### config.mk
export PLATFORM = sky130hd
export DESIGN_NAME = wb_unit_flat
export DESIGN_NICKNAME = d
export VERILOG_FILES = /design/src/rtl/wb_unit_if.sv /design/src/rtl/wb_unit.sv /design/src/flat_wrapper.sv
export SDC_FILE = /design/constraint.sdc
export NUM_CORES = 1
export LEC_CHECK = 0
export CAP_MARGIN = 25
export CORE_AREA = 2 2 159 161
export DETAILED_ROUTE_END_ITERATION = 7
export DIE_AREA = 0 0 161 163
export PLACE_DENSITY = 0.68
export SYNTH_ARGS = -nofsm -noshare
export SYNTH_HDL_FRONTEND = slang
export SYNTH_SLANG_ARGS = --single-unit
### constraint.sdc
create_clock -name i_clk -period 2 [get_ports i_clk]
set_input_delay 0.2 -clock i_clk [delete_from_list [all_inputs] [get_ports i_clk]]
set_output_delay 0.2 -clock i_clk [all_outputs]
set_load 0.05 [all_outputs]
### src/rtl/wb_unit_if.sv
// Shared pipeline types and the writeback-stage bus interface.
// o_instret exists only when WB_INSTRET_EN is defined.
package wb_unit_pkg;
    localparam int unsigned XLEN = 64;

    typedef logic [XLEN-1:0] reg_data_t;

    typedef enum logic [3:0] {
        EXCEPT_NONE          = 4'd0,
        EXCEPT_IADDR_MISALIGN = 4'd1,
        EXCEPT_ILLEGAL       = 4'd2,
        EXCEPT_BREAKPOINT    = 4'd3,
        EXCEPT_LOAD_MISALIGN = 4'd4,
        EXCEPT_LOAD_FAULT    = 4'd5,
        EXCEPT_STORE_MISALIGN = 4'd6,
        EXCEPT_STORE_FAULT   = 4'd7,
        EXCEPT_ECALL         = 4'd8,
        EXCEPT_MISPRED       = 4'd15
    } except_code_t;

    typedef struct packed {
        logic [4:0] rd;
        logic       wb_rd;
    } decode_t;

    typedef struct packed {
        logic         valid;
        except_code_t code;
    } except_t;

    typedef struct packed {
        logic      valid;
        reg_data_t pc;
        decode_t   decode;
        except_t   except;
    } issued_instr_t;
endpackage

interface wb_unit_if #(parameter int unsigned XLEN = 64);
    import wb_unit_pkg::*;

    issued_instr_t    i_instr;
    reg_data_t        i_data;
    logic [XLEN-1:0]  i_trap_vec;
    logic             o_rf_we;
    logic [4:0]       o_rf_rd;
    logic [XLEN-1:0]  o_rf_data;
    logic             o_flush;
    logic [XLEN-1:0]  o_redirect_pc;
    logic             o_trap_valid;
    logic [XLEN-1:0]  o_epc;
    except_code_t     o_cause;
`ifdef WB_INSTRET_EN
    logic [63:0]      o_instret;
`endif

    modport slave (
`ifdef WB_INSTRET_EN
        output o_instret,
`endif
        input  i_instr, i_data, i_trap_vec,
        output o_rf_we, o_rf_rd, o_rf_data, o_flush, o_redirect_pc,
        output o_trap_valid, o_epc, o_cause
    );

    modport master (
`ifdef WB_INSTRET_EN
        input  o_instret,
`endif
        output i_instr, i_data, i_trap_vec,
        input  o_rf_we, o_rf_rd, o_rf_data, o_flush, o_redirect_pc,
        input  o_trap_valid, o_epc, o_cause
    );
endinterface

### src/rtl/wb_unit.sv
// Writeback/commit stage: register-file write, in-order retire, exception flush/redirect.
// Optional retired-instruction counter enabled by WB_INSTRET_EN.
module wb_unit #(
    parameter int unsigned XLEN = 64
) (
    input  logic      i_clk,
    input  logic      i_rst_n,
    wb_unit_if.slave  bus
);
    import wb_unit_pkg::*;

    typedef enum logic {
        ST_RUN,
        ST_FLUSH
    } state_t;

    state_t          state_q, state_d;
    logic            rf_we_q, rf_we_d;
    logic [4:0]      rf_rd_q, rf_rd_d;
    logic [XLEN-1:0] rf_data_q, rf_data_d;
    logic            flush_q, flush_d;
    logic [XLEN-1:0] redirect_q, redirect_d;
    logic            trap_valid_q, trap_valid_d;
    logic [XLEN-1:0] epc_q, epc_d;
    except_code_t    cause_q, cause_d;

    always_comb begin
        state_d      = state_q;
        rf_we_d      = 1'b0;
        rf_rd_d      = rf_rd_q;
        rf_data_d    = rf_data_q;
        flush_d      = 1'b0;
        redirect_d   = redirect_q;
        trap_valid_d = 1'b0;
        epc_d        = epc_q;
        cause_d      = cause_q;

        case (state_q)
            ST_RUN: begin
                if (bus.i_instr.valid) begin
                    if (!bus.i_instr.except.valid) begin
                        rf_we_d   = bus.i_instr.decode.wb_rd & (bus.i_instr.decode.rd != 5'd0);
                        rf_rd_d   = bus.i_instr.decode.rd;
                        rf_data_d = bus.i_data;
                    end else begin
                        flush_d = 1'b1;
                        state_d = ST_FLUSH;
                        if (bus.i_instr.except.code == EXCEPT_MISPRED) begin
                            redirect_d = bus.i_data;
                        end else begin
                            redirect_d   = {bus.i_trap_vec[XLEN-1:2], 2'b00};
                            epc_d        = bus.i_instr.pc;
                            cause_d      = bus.i_instr.except.code;
                            trap_valid_d = 1'b1;
                        end
                    end
                end
            end
            // Whatever arrives while the flush is in flight is from the squashed path.
            ST_FLUSH: state_d = ST_RUN;
            default:  state_d = ST_RUN;
        endcase
    end

    always_ff @(posedge i_clk or negedge i_rst_n) begin
        if (!i_rst_n) begin
            state_q      <= ST_RUN;
            rf_we_q      <= 1'b0;
            rf_rd_q      <= '0;
            rf_data_q    <= '0;
            flush_q      <= 1'b0;
            redirect_q   <= '0;
            trap_valid_q <= 1'b0;
            epc_q        <= '0;
            cause_q      <= EXCEPT_NONE;
        end else begin
            state_q      <= state_d;
            rf_we_q      <= rf_we_d;
            rf_rd_q      <= rf_rd_d;
            rf_data_q    <= rf_data_d;
            flush_q      <= flush_d;
            redirect_q   <= redirect_d;
            trap_valid_q <= trap_valid_d;
            epc_q        <= epc_d;
            cause_q      <= cause_d;
        end
    end

    assign bus.o_rf_we       = rf_we_q;
    assign bus.o_rf_rd       = rf_rd_q;
    assign bus.o_rf_data     = rf_data_q;
    assign bus.o_flush       = flush_q;
    assign bus.o_redirect_pc = redirect_q;
    assign bus.o_trap_valid  = trap_valid_q;
    assign bus.o_epc         = epc_q;
    assign bus.o_cause       = cause_q;

`ifdef WB_INSTRET_EN
    logic        retire;
    logic [63:0] instret_q, instret_d;

    // Mispredicted branches retire; real traps do not.
    always_comb begin
        retire = (state_q == ST_RUN) && bus.i_instr.valid &&
                 (!bus.i_instr.except.valid || (bus.i_instr.except.code == EXCEPT_MISPRED));
        instret_d = instret_q + {63'd0, retire};
    end

    always_ff @(posedge i_clk or negedge i_rst_n) begin
        if (!i_rst_n) instret_q <= '0;
        else          instret_q <= instret_d;
    end

    assign bus.o_instret = instret_q;
`endif
endmodule

### src/flat_wrapper.sv
// flat-port wrapper written by rule: the top's interface ports become plain ports
module wb_unit_flat import wb_unit_pkg::*;
#(
    parameter int unsigned XLEN = 64
)
  (i_clk, i_rst_n, bus_i_instr, bus_i_data, bus_i_trap_vec, bus_o_rf_we, bus_o_rf_rd, bus_o_rf_data, bus_o_flush, bus_o_redirect_pc, bus_o_trap_valid, bus_o_epc, bus_o_cause);
  wb_unit_if #(.XLEN(XLEN)) bus_i ();
  input  logic i_clk;
  input  logic i_rst_n;
  input wire logic [$bits(bus_i.i_instr)-1:0] bus_i_instr;
  input wire logic [$bits(bus_i.i_data)-1:0] bus_i_data;
  input wire logic [$bits(bus_i.i_trap_vec)-1:0] bus_i_trap_vec;
  output wire logic [$bits(bus_i.o_rf_we)-1:0] bus_o_rf_we;
  output wire logic [$bits(bus_i.o_rf_rd)-1:0] bus_o_rf_rd;
  output wire logic [$bits(bus_i.o_rf_data)-1:0] bus_o_rf_data;
  output wire logic [$bits(bus_i.o_flush)-1:0] bus_o_flush;
  output wire logic [$bits(bus_i.o_redirect_pc)-1:0] bus_o_redirect_pc;
  output wire logic [$bits(bus_i.o_trap_valid)-1:0] bus_o_trap_valid;
  output wire logic [$bits(bus_i.o_epc)-1:0] bus_o_epc;
  output wire logic [$bits(bus_i.o_cause)-1:0] bus_o_cause;
  assign bus_i.i_instr = bus_i_instr;
  assign bus_i.i_data = bus_i_data;
  assign bus_i.i_trap_vec = bus_i_trap_vec;
  assign bus_o_rf_we = bus_i.o_rf_we;
  assign bus_o_rf_rd = bus_i.o_rf_rd;
  assign bus_o_rf_data = bus_i.o_rf_data;
  assign bus_o_flush = bus_i.o_flush;
  assign bus_o_redirect_pc = bus_i.o_redirect_pc;
  assign bus_o_trap_valid = bus_i.o_trap_valid;
  assign bus_o_epc = bus_i.o_epc;
  assign bus_o_cause = bus_i.o_cause;
  wb_unit #(.XLEN(XLEN)) u_core (.i_clk(i_clk), .i_rst_n(i_rst_n), .bus(bus_i));
endmodule
Word level (Yosys, flattened, before mapping)
Cells that the tools add are included.
{"block": "totals", "ff_bits": 205, "input_bits": 206, "out_inout_bits": 204, "wordCells": 30}
{"block": "classes", "eq_ne": 1, "muxes": 12, "bitwise": 4, "n_reduce_logical": 4}
{"op": "$mux 64", "count": 1}
{"op": "$mux 1", "count": 10}
{"op": "$reduce_and 3->1", "count": 2}
{"op": "$reduce_bool 5->1", "count": 1}
{"op": "$eq 4x4->1 const B", "count": 1}
{"op": "$reduce_and 4->1", "count": 1}
{"op": "$not 1->1", "count": 3}
{"op": "$pmux 1 s2", "count": 1}
{"op": "$and 1x1->1", "count": 1}

Logic depth before layout (Yosys ltp)
Gate-level depths: netlist of run 1.
{"block": "logic_depth", "depth_word": 5, "mapped_depth": 7, "mapped_depth_nobuf": 4}

Worst setup path after synthesis of run 1
OpenSTA, ideal clock, no wires.
{"block": "synth_timing", "path_kind": "register -> register", "start": "reg u_core.bus.o_flush (netlist name)", "end": "reg u_core.epc_q[35] (netlist: u_core.bus.o_epc[35])", "setup_ns": 0.125, "t_arrival_ns": 1.756, "t_required_ns": 1.875, "path_slack_ns": 0.119, "path_stages_with_launch": 8, "n_path_buf": 3, "period_less_slack_ns": 1.881, "path_cell_list": "dfrtp_1 > nand3b_1 > inv_1 > and2_1 > clkbuf_2 > buf_6 > buf_6 > mux2_4"}
{"item": "end signal: assignment", "line_no": "wb_unit.sv:84", "rtl": "epc_q <= epc_d;"}
{"item": "end: declaration", "line_no": "wb_unit.sv:24", "rtl": "logic [XLEN-1:0] epc_q, epc_d;"}

Worst setup path after layout of run 1
{"block": "layout_timing", "start": "reg u_core.redirect_q[0] (netlist: u_core.bus.o_redirect_pc[0])", "end": "out bus_o_redirect_pc[0]"}
{"item": "start: declaration", "line_no": "wb_unit.sv:22", "rtl": "logic [XLEN-1:0] redirect_q, redirect_d;"}
{"item": "start signal: assignment", "line_no": "wb_unit.sv:82", "rtl": "redirect_q <= redirect_d;"}
{"item": "end: declaration", "line_no": "flat_wrapper.sv:17", "rtl": "output wire logic [$bits(bus_i.o_redirect_pc)-1:0] bus_o_redirect_pc;"}
No word-level cell between the ends.

==> results of run 1 <==
-- stage by stage --
step,power [W],instances
global route,0.0157,1336
CTS,0.0153,1336
global placement,0.0108,1294
floorplan,0.00857,573
finish,0.0151,1336
detailed placement,0.0109,1294
-- what timing repair did --
item                       CTS  global route
hold buffers                 1             0
resized for setup            1             1
setup endpoints to repair    1             1
hold endpoints to repair    59             0
-- power groups by stage --
stage	clock network, W	logic [W]	registers (W)
2_1_floorplan	0	0.000785	0.00779
3_3_place_gp	0	0.00557	0.00525
3_5_place_dp	0	0.00560	0.00527
4_1_cts	0.00448	0.00561	0.00521
5_1_grt	0.00465	0.00578	0.00530
6_report	0.00436	0.00555	0.00520
-- sequential cells by signal, summed over array words and instances, names as in the netlist --
register                  cells
u_core.bus.o_rf_we            1
u_core.bus.o_epc             64
u_core.bus.o_flush            1
u_core.bus.o_rf_data         64
u_core.bus.o_redirect_pc     64
u_core.bus.o_cause            4
u_core.bus.o_trap_valid       1
u_core.bus.o_rf_rd            5
-- final timing paths --
path | depth (start not counted) | to | slack, ns
min | 2 | u_core.bus.o_rf_we | 0.24
max reg2reg | 5 | u_core.bus.o_redirect_pc[0] | 0.34
max | 1 | bus_o_redirect_pc[0] | 0.08
max in group asynchronous | 3 | u_core.bus.o_rf_data[2] | 1.04
min reg2reg | 2 | u_core.bus.o_redirect_pc[10] | 0.47
min in group asynchronous | 2 | u_core.bus.o_redirect_pc[32] | 0.30
-- cells by family after synthesis --
logic type	Yosys count
AOI/OAI and AO/OA	68
and+or+nand+nor	68
DFF	204
muxes	196
buffers and inverters	37
-- cell type report --
class / instances / area (um2) / area share, %
clock inverters: 4 / 48.8 / 0.363
clock buffers: 37 / 751 / 5.58
well taps: 330 / 413 / 3.07
inverters: 1 / 3.75 / 0.0279
repair buffers: 428 / 4340 / 32.2
multi-input cells: 332 / 2800 / 20.8
flip-flops and latches: 204 / 5100 / 37.9
-- per-layer routing --
metal  wire (um)  track usage [%]  vias to the layer above
met3        2430             6.37                       45
met1        9320             21.1                     2981
met5           0                0                        -
met2       11600             30.7                      287
li1            -                -                     2853
met4         705             5.84                        0
-- cell usage in the layout, fill, tap and decap left out, drive strengths merged, types with 2 or more instances in the layout --
cell | netlist | routed
a22o | 2 | 2
buf | 21 | 20
clkbuf | 15 | 38
clkdlybuf4s50 | 0 | 404
clkinv | 0 | 2
dfrtp | 204 | 204
inv | 1 | 2
mux2 | 134 | 134
mux2i | 62 | 62
nand2 | 62 | 62
o21ai | 62 | 62
o22a | 3 | 3
==> results.sh, run 1 <==
export IMPL_cts_buffers=24
export IMPL_setup_slack_ns=0.0755
export IMPL_p_sw_w=0.00550
export IMPL_skew_ns=0.00711
export IMPL_clk_latency_ns=0.51
export IMPL_cts_sinks=204
export IMPL_die_area_um2=26200
export IMPL_p_per_area_nw_per_um2=1120
export IMPL_ys_ff_latch=204
export IMPL_diodes=0
export IMPL_overflow=0
export IMPL_cts_max_level=1
export IMPL_initial_core_util_pct=32.7
export IMPL_ys_flop_type="dfrtp_1"
export IMPL_synthTopCellsByCount="dfrtp_1, mux2_2, mux2i_1, nand2_1, o21ai_0"
export IMPL_synth_simple_gate_area_share_pct=3.41
export IMPL_timing_hold_ws_ns=0.244
export IMPL_p_int_w=0.00962
export IMPL_dr_pass1_iters=4
export IMPL_end_kind="output pin"
export IMPL_synth_area_leader_cell="dfrtp_1"
export IMPL_leakage_nw=5.98
export IMPL_vias=6166
export IMPL_ioPinCount=410
export IMPL_synth_adder_area_share_pct=0
export IMPL_crit_family="buffers and inverters"
export IMPL_required_ns=1.80
export IMPL_nNetsFinal=1197
export IMPL_maxCapViolCount=0
export IMPL_drv_slew=0
export IMPL_timing_rr_start="u_core.bus.o_flush"
export IMPL_crit_fanout=2
export IMPL_syn_inst=573
export IMPL_area_growth_pct=66.6
export IMPL_fmax_mhz=520
export IMPL_combPwrFrac_pct=36.7
export IMPL_slowest_delay_ns=0.85
export IMPL_die_y_um=163
export IMPL_syn_nets=779
export IMPL_cp_slowest_cell="clkdlybuf4s50_1"
export IMPL_cts_root_buf="clkbuf_16"
export IMPL_tns_ns=0
export IMPL_tightestPinTransition_ns=0.577
export IMPL_routed_wl_um=24000
export IMPL_syn_area_per_cell_um2=14.1
export IMPL_ys_async_sr_fraction_pct=100
export IMPL_antenna_found_initial=0
export IMPL_yosysSeqAreaShare_pct=63.2
export IMPL_synth_xor_area_share_pct=0
export IMPL_arrival_ns=1.72
export IMPL_clockBufferDepth=3
export IMPL_port_buffers=407
export IMPL_ys_top_cells_by_area="dfrtp_1, mux2_2, mux2i_1, o21ai_0, nand2_1"
export IMPL_critPathLaunchType="flop"
export IMPL_grt_pass1_vias=6484
export IMPL_viasPerCell=4.62
export IMPL_synth_compound_area_share_pct=4.51
export IMPL_grt_max_degree=94
export IMPL_yosysWarnings=0
export IMPL_dp_slack_ns=0.0332
export IMPL_synth_mux_area_share_pct=26.6
export IMPL_rows=58
export IMPL_finalSetupViolCount=0
export IMPL_p_clk_share_pct=28.8
export IMPL_syn_area_um2=8080
export IMPL_relSlewSlack_pct=61.4
export IMPL_core_area_um2=24700
export IMPL_post_route_util_pct=54.5
export IMPL_final_cell_area_um2=13500
export IMPL_period_share_pct=96.2
export IMPL_final_antenna_net_count=0
export IMPL_clkSlewWorstSetupHoldPaths_ns=0.06
export IMPL_hold_path_class="input port to flop"
export IMPL_cts_tree="yes"
export IMPL_synth_top_area_share_pct=63.2
export IMPL_wl_per_cell_um=18.0
export IMPL_dpl_cell_area_um2=12600
export IMPL_switching_share_pct=36.4
export IMPL_vdd_drop_max_mv=0.736
export IMPL_outcome="finished clean"
export IMPL_place_congestion=0.767
export IMPL_path_buf_inv=1
export IMPL_hold_start="bus_i_instr[5]"
export IMPL_drive_gt1_share_pct=19.3
export IMPL_crit_type="flop to output pin"
export IMPL_startpoint="u_core.bus.o_redirect_pc[0]"
export IMPL_synth_most_common_cell="dfrtp_1"
export IMPL_drc=0
export IMPL_die_w_um=161
export IMPL_dp_hpwl_um=17800
export IMPL_n_fill_cell=2145
export IMPL_cts_setup_buffers=0
export IMPL_initialDrtViolationCount=175
export IMPL_synth_edff_count=0
export IMPL_min_period_ns=1.92
export IMPL_seq_power_share_pct=34.4
export IMPL_track_usage_pct=17.9
export IMPL_crit_chain="clkdlybuf4s50_1"
export IMPL_rsz0062_at_grt="no"
export IMPL_ys_types=21
export IMPL_grt_pass1_wl_um=36800
export IMPL_finalHoldViolations=0
export IMPL_synth_top_family_by_area="multiplexers"
Power figures use the tool's default switching activity.
==> run 2, diff against run 1 <==
ABC_CLOCK_PERIOD_IN_PS = 2000   (was default)
==> results of run 2 <==
Final layout, timing and power as in run 1 (identical DEF).
==> run 3, diff against run 2 <==
CTS_BUF_LIST = sky130_fd_sc_hd__clkbuf_4 sky130_fd_sc_hd__clkbuf_8   (was default)
SKIP_LAST_GASP = 1   (was default)
==> results.sh, run 3 (synthesized netlist as in run 1, its figures left out) <==
export IMPL_outcome="finished clean"
export IMPL_drv_slew=0
export IMPL_dr_pass1_iters=4
export IMPL_placedCellCount=1294
export IMPL_relSlewSlack_pct=61.3
export IMPL_viasPerCell=4.58
export IMPL_timing_hold_ws_ns=0.234
export IMPL_cts_tree="yes"
export IMPL_clockBufferDepth=3
export IMPL_crit_type="flop to output pin"
export IMPL_fmax_mhz=522
export IMPL_arrival_ns=1.72
export IMPL_leakage_nw=5.99
export IMPL_die_y_um=163
export IMPL_diodes=0
export IMPL_grt_pass1_vias=6533
export IMPL_clkSlewWorstSetupHoldPaths_ns=0.06
export IMPL_initialDrtViolationCount=232
export IMPL_skew_ns=0.0186
export IMPL_cp_slowest_cell="clkdlybuf4s50_1"
export IMPL_port_buffers=407
export IMPL_critPathLaunchType="flop"
export IMPL_cts_buffers=36
export IMPL_required_ns=1.80
export IMPL_die_w_um=161
export IMPL_nNetsFinal=1209
export IMPL_cts_root_buf="clkbuf_8"
export IMPL_min_period_ns=1.92
export IMPL_tightestPinTransition_ns=0.579
export IMPL_crit_fanout=2
export IMPL_layout_common_cells="clkdlybuf4s50_1, dfrtp_1, mux2_2"
export IMPL_drive_gt1_share_pct=21.2
export IMPL_p_per_area_nw_per_um2=1100
export IMPL_grt_pass1_wl_um=37000
export IMPL_finalSetupViolCount=0
export IMPL_slowest_delay_ns=0.85
export IMPL_n_fill_cell=2146
export IMPL_grt_max_degree=94
export IMPL_finalHoldViolations=0
export IMPL_rsz0062_at_grt="no"
export IMPL_place_congestion=0.767
export IMPL_cts_sinks=204
export IMPL_overflow=0
export IMPL_path_buf_inv=1
export IMPL_vdd_drop_max_mv=0.766
export IMPL_tns_ns=0
export IMPL_hold_path_class="input port to flop"
export IMPL_antenna_found_initial=0
export IMPL_die_area_um2=26200
export IMPL_routed_wl_um=24200
export IMPL_cts_max_level=2
export IMPL_wl_per_cell_um=17.9
export IMPL_area_growth_pct=66.0
export IMPL_final_cell_count_no_fill=1355
export IMPL_maxCapViolCount=0
export IMPL_track_usage_pct=18.2
export IMPL_dp_hpwl_um=17800
export IMPL_final_common_cell="clkdlybuf4s50_1"
export IMPL_vias=6201
export IMPL_core_area_um2=24700
export IMPL_rows=58
export IMPL_crit_chain="clkdlybuf4s50_1"
export IMPL_final_antenna_net_count=0
export IMPL_ioPinCount=410
export IMPL_drc=0
export IMPL_initial_core_util_pct=32.7
export IMPL_end_kind="output pin"
export IMPL_period_share_pct=95.8
export IMPL_crit_family="buffers and inverters"
export IMPL_clk_latency_ns=0.51
run 3: stage by stage:
stage / power [W] / worst slack (ns) / cell area, um2 / util, %
after detailed placement: 0.0109 / 0.0332 / 12600 / 51.3
final: 0.0147 / 0.0834 / 13400 / 54.3
after global placement: 0.0108 / 0.0267 / 12600 / 51.3
after global routing: 0.0154 / 0.00685 / 13400 / 54.3
after CTS: 0.0149 / 0.0213 / 13400 / 54.3
after floorplan: 0.00857 / 0.119 / 8080 / -
run 3: final timing paths:
| kind | startpoint | end | slack, ns | cells past startpoint |
|---|---|---|---|---|
| max in group asynchronous | i_rst_n | u_core.bus.o_redirect_pc[62] | 1.03 | 3 |
| max | u_core.bus.o_redirect_pc[4] | bus_o_redirect_pc[4] | 0.08 | 1 |
| min in group asynchronous | i_rst_n | u_core.bus.o_redirect_pc[28] | 0.28 | 2 |
| min | bus_i_instr[5] | u_core.bus.o_rf_we | 0.23 | 2 |
| min reg2reg | u_core.bus.o_redirect_pc[10] | u_core.bus.o_redirect_pc[10] | 0.47 | 2 |
| max reg2reg | u_core.bus.o_flush | u_core.bus.o_epc[53] | 0.32 | 5 |
run 3: report_power, final:
group          internal [W]  switching [W]  total [W]
registers           0.00484       0.000362    0.00520
clock network       0.00234        0.00163    0.00397
logic               0.00208        0.00347    0.00556
run 3: layout make-up:
class	count	area [um2]	share of cell area, %
inverter	1	3.75	0.0280
timing repair buffer	428	4340	32.4
clock buffer	58	704	5.25
tap	330	413	3.08
multi-input combinational	332	2800	20.9
sequential	204	5100	38.1
clock inverter	2	37.5	0.280
run 3: routing by layer:
| layer | wire length [um] | GRT usage [%] |
|---|---|---|
| met1 | 9320 | 20.7 |
| met3 | 2580 | 7.82 |
| met4 | 664 | 6.37 |
| met2 | 11700 | 30.6 |
| met5 | 0 | 0 |
run 3: timing repair:
action	4_1_cts	5_1_grt
hold buffers	1	0
gates resized for setup	1	3
setup endpoints to repair	1	3
buffers inserted	0	0
hold endpoints to repair	59	0
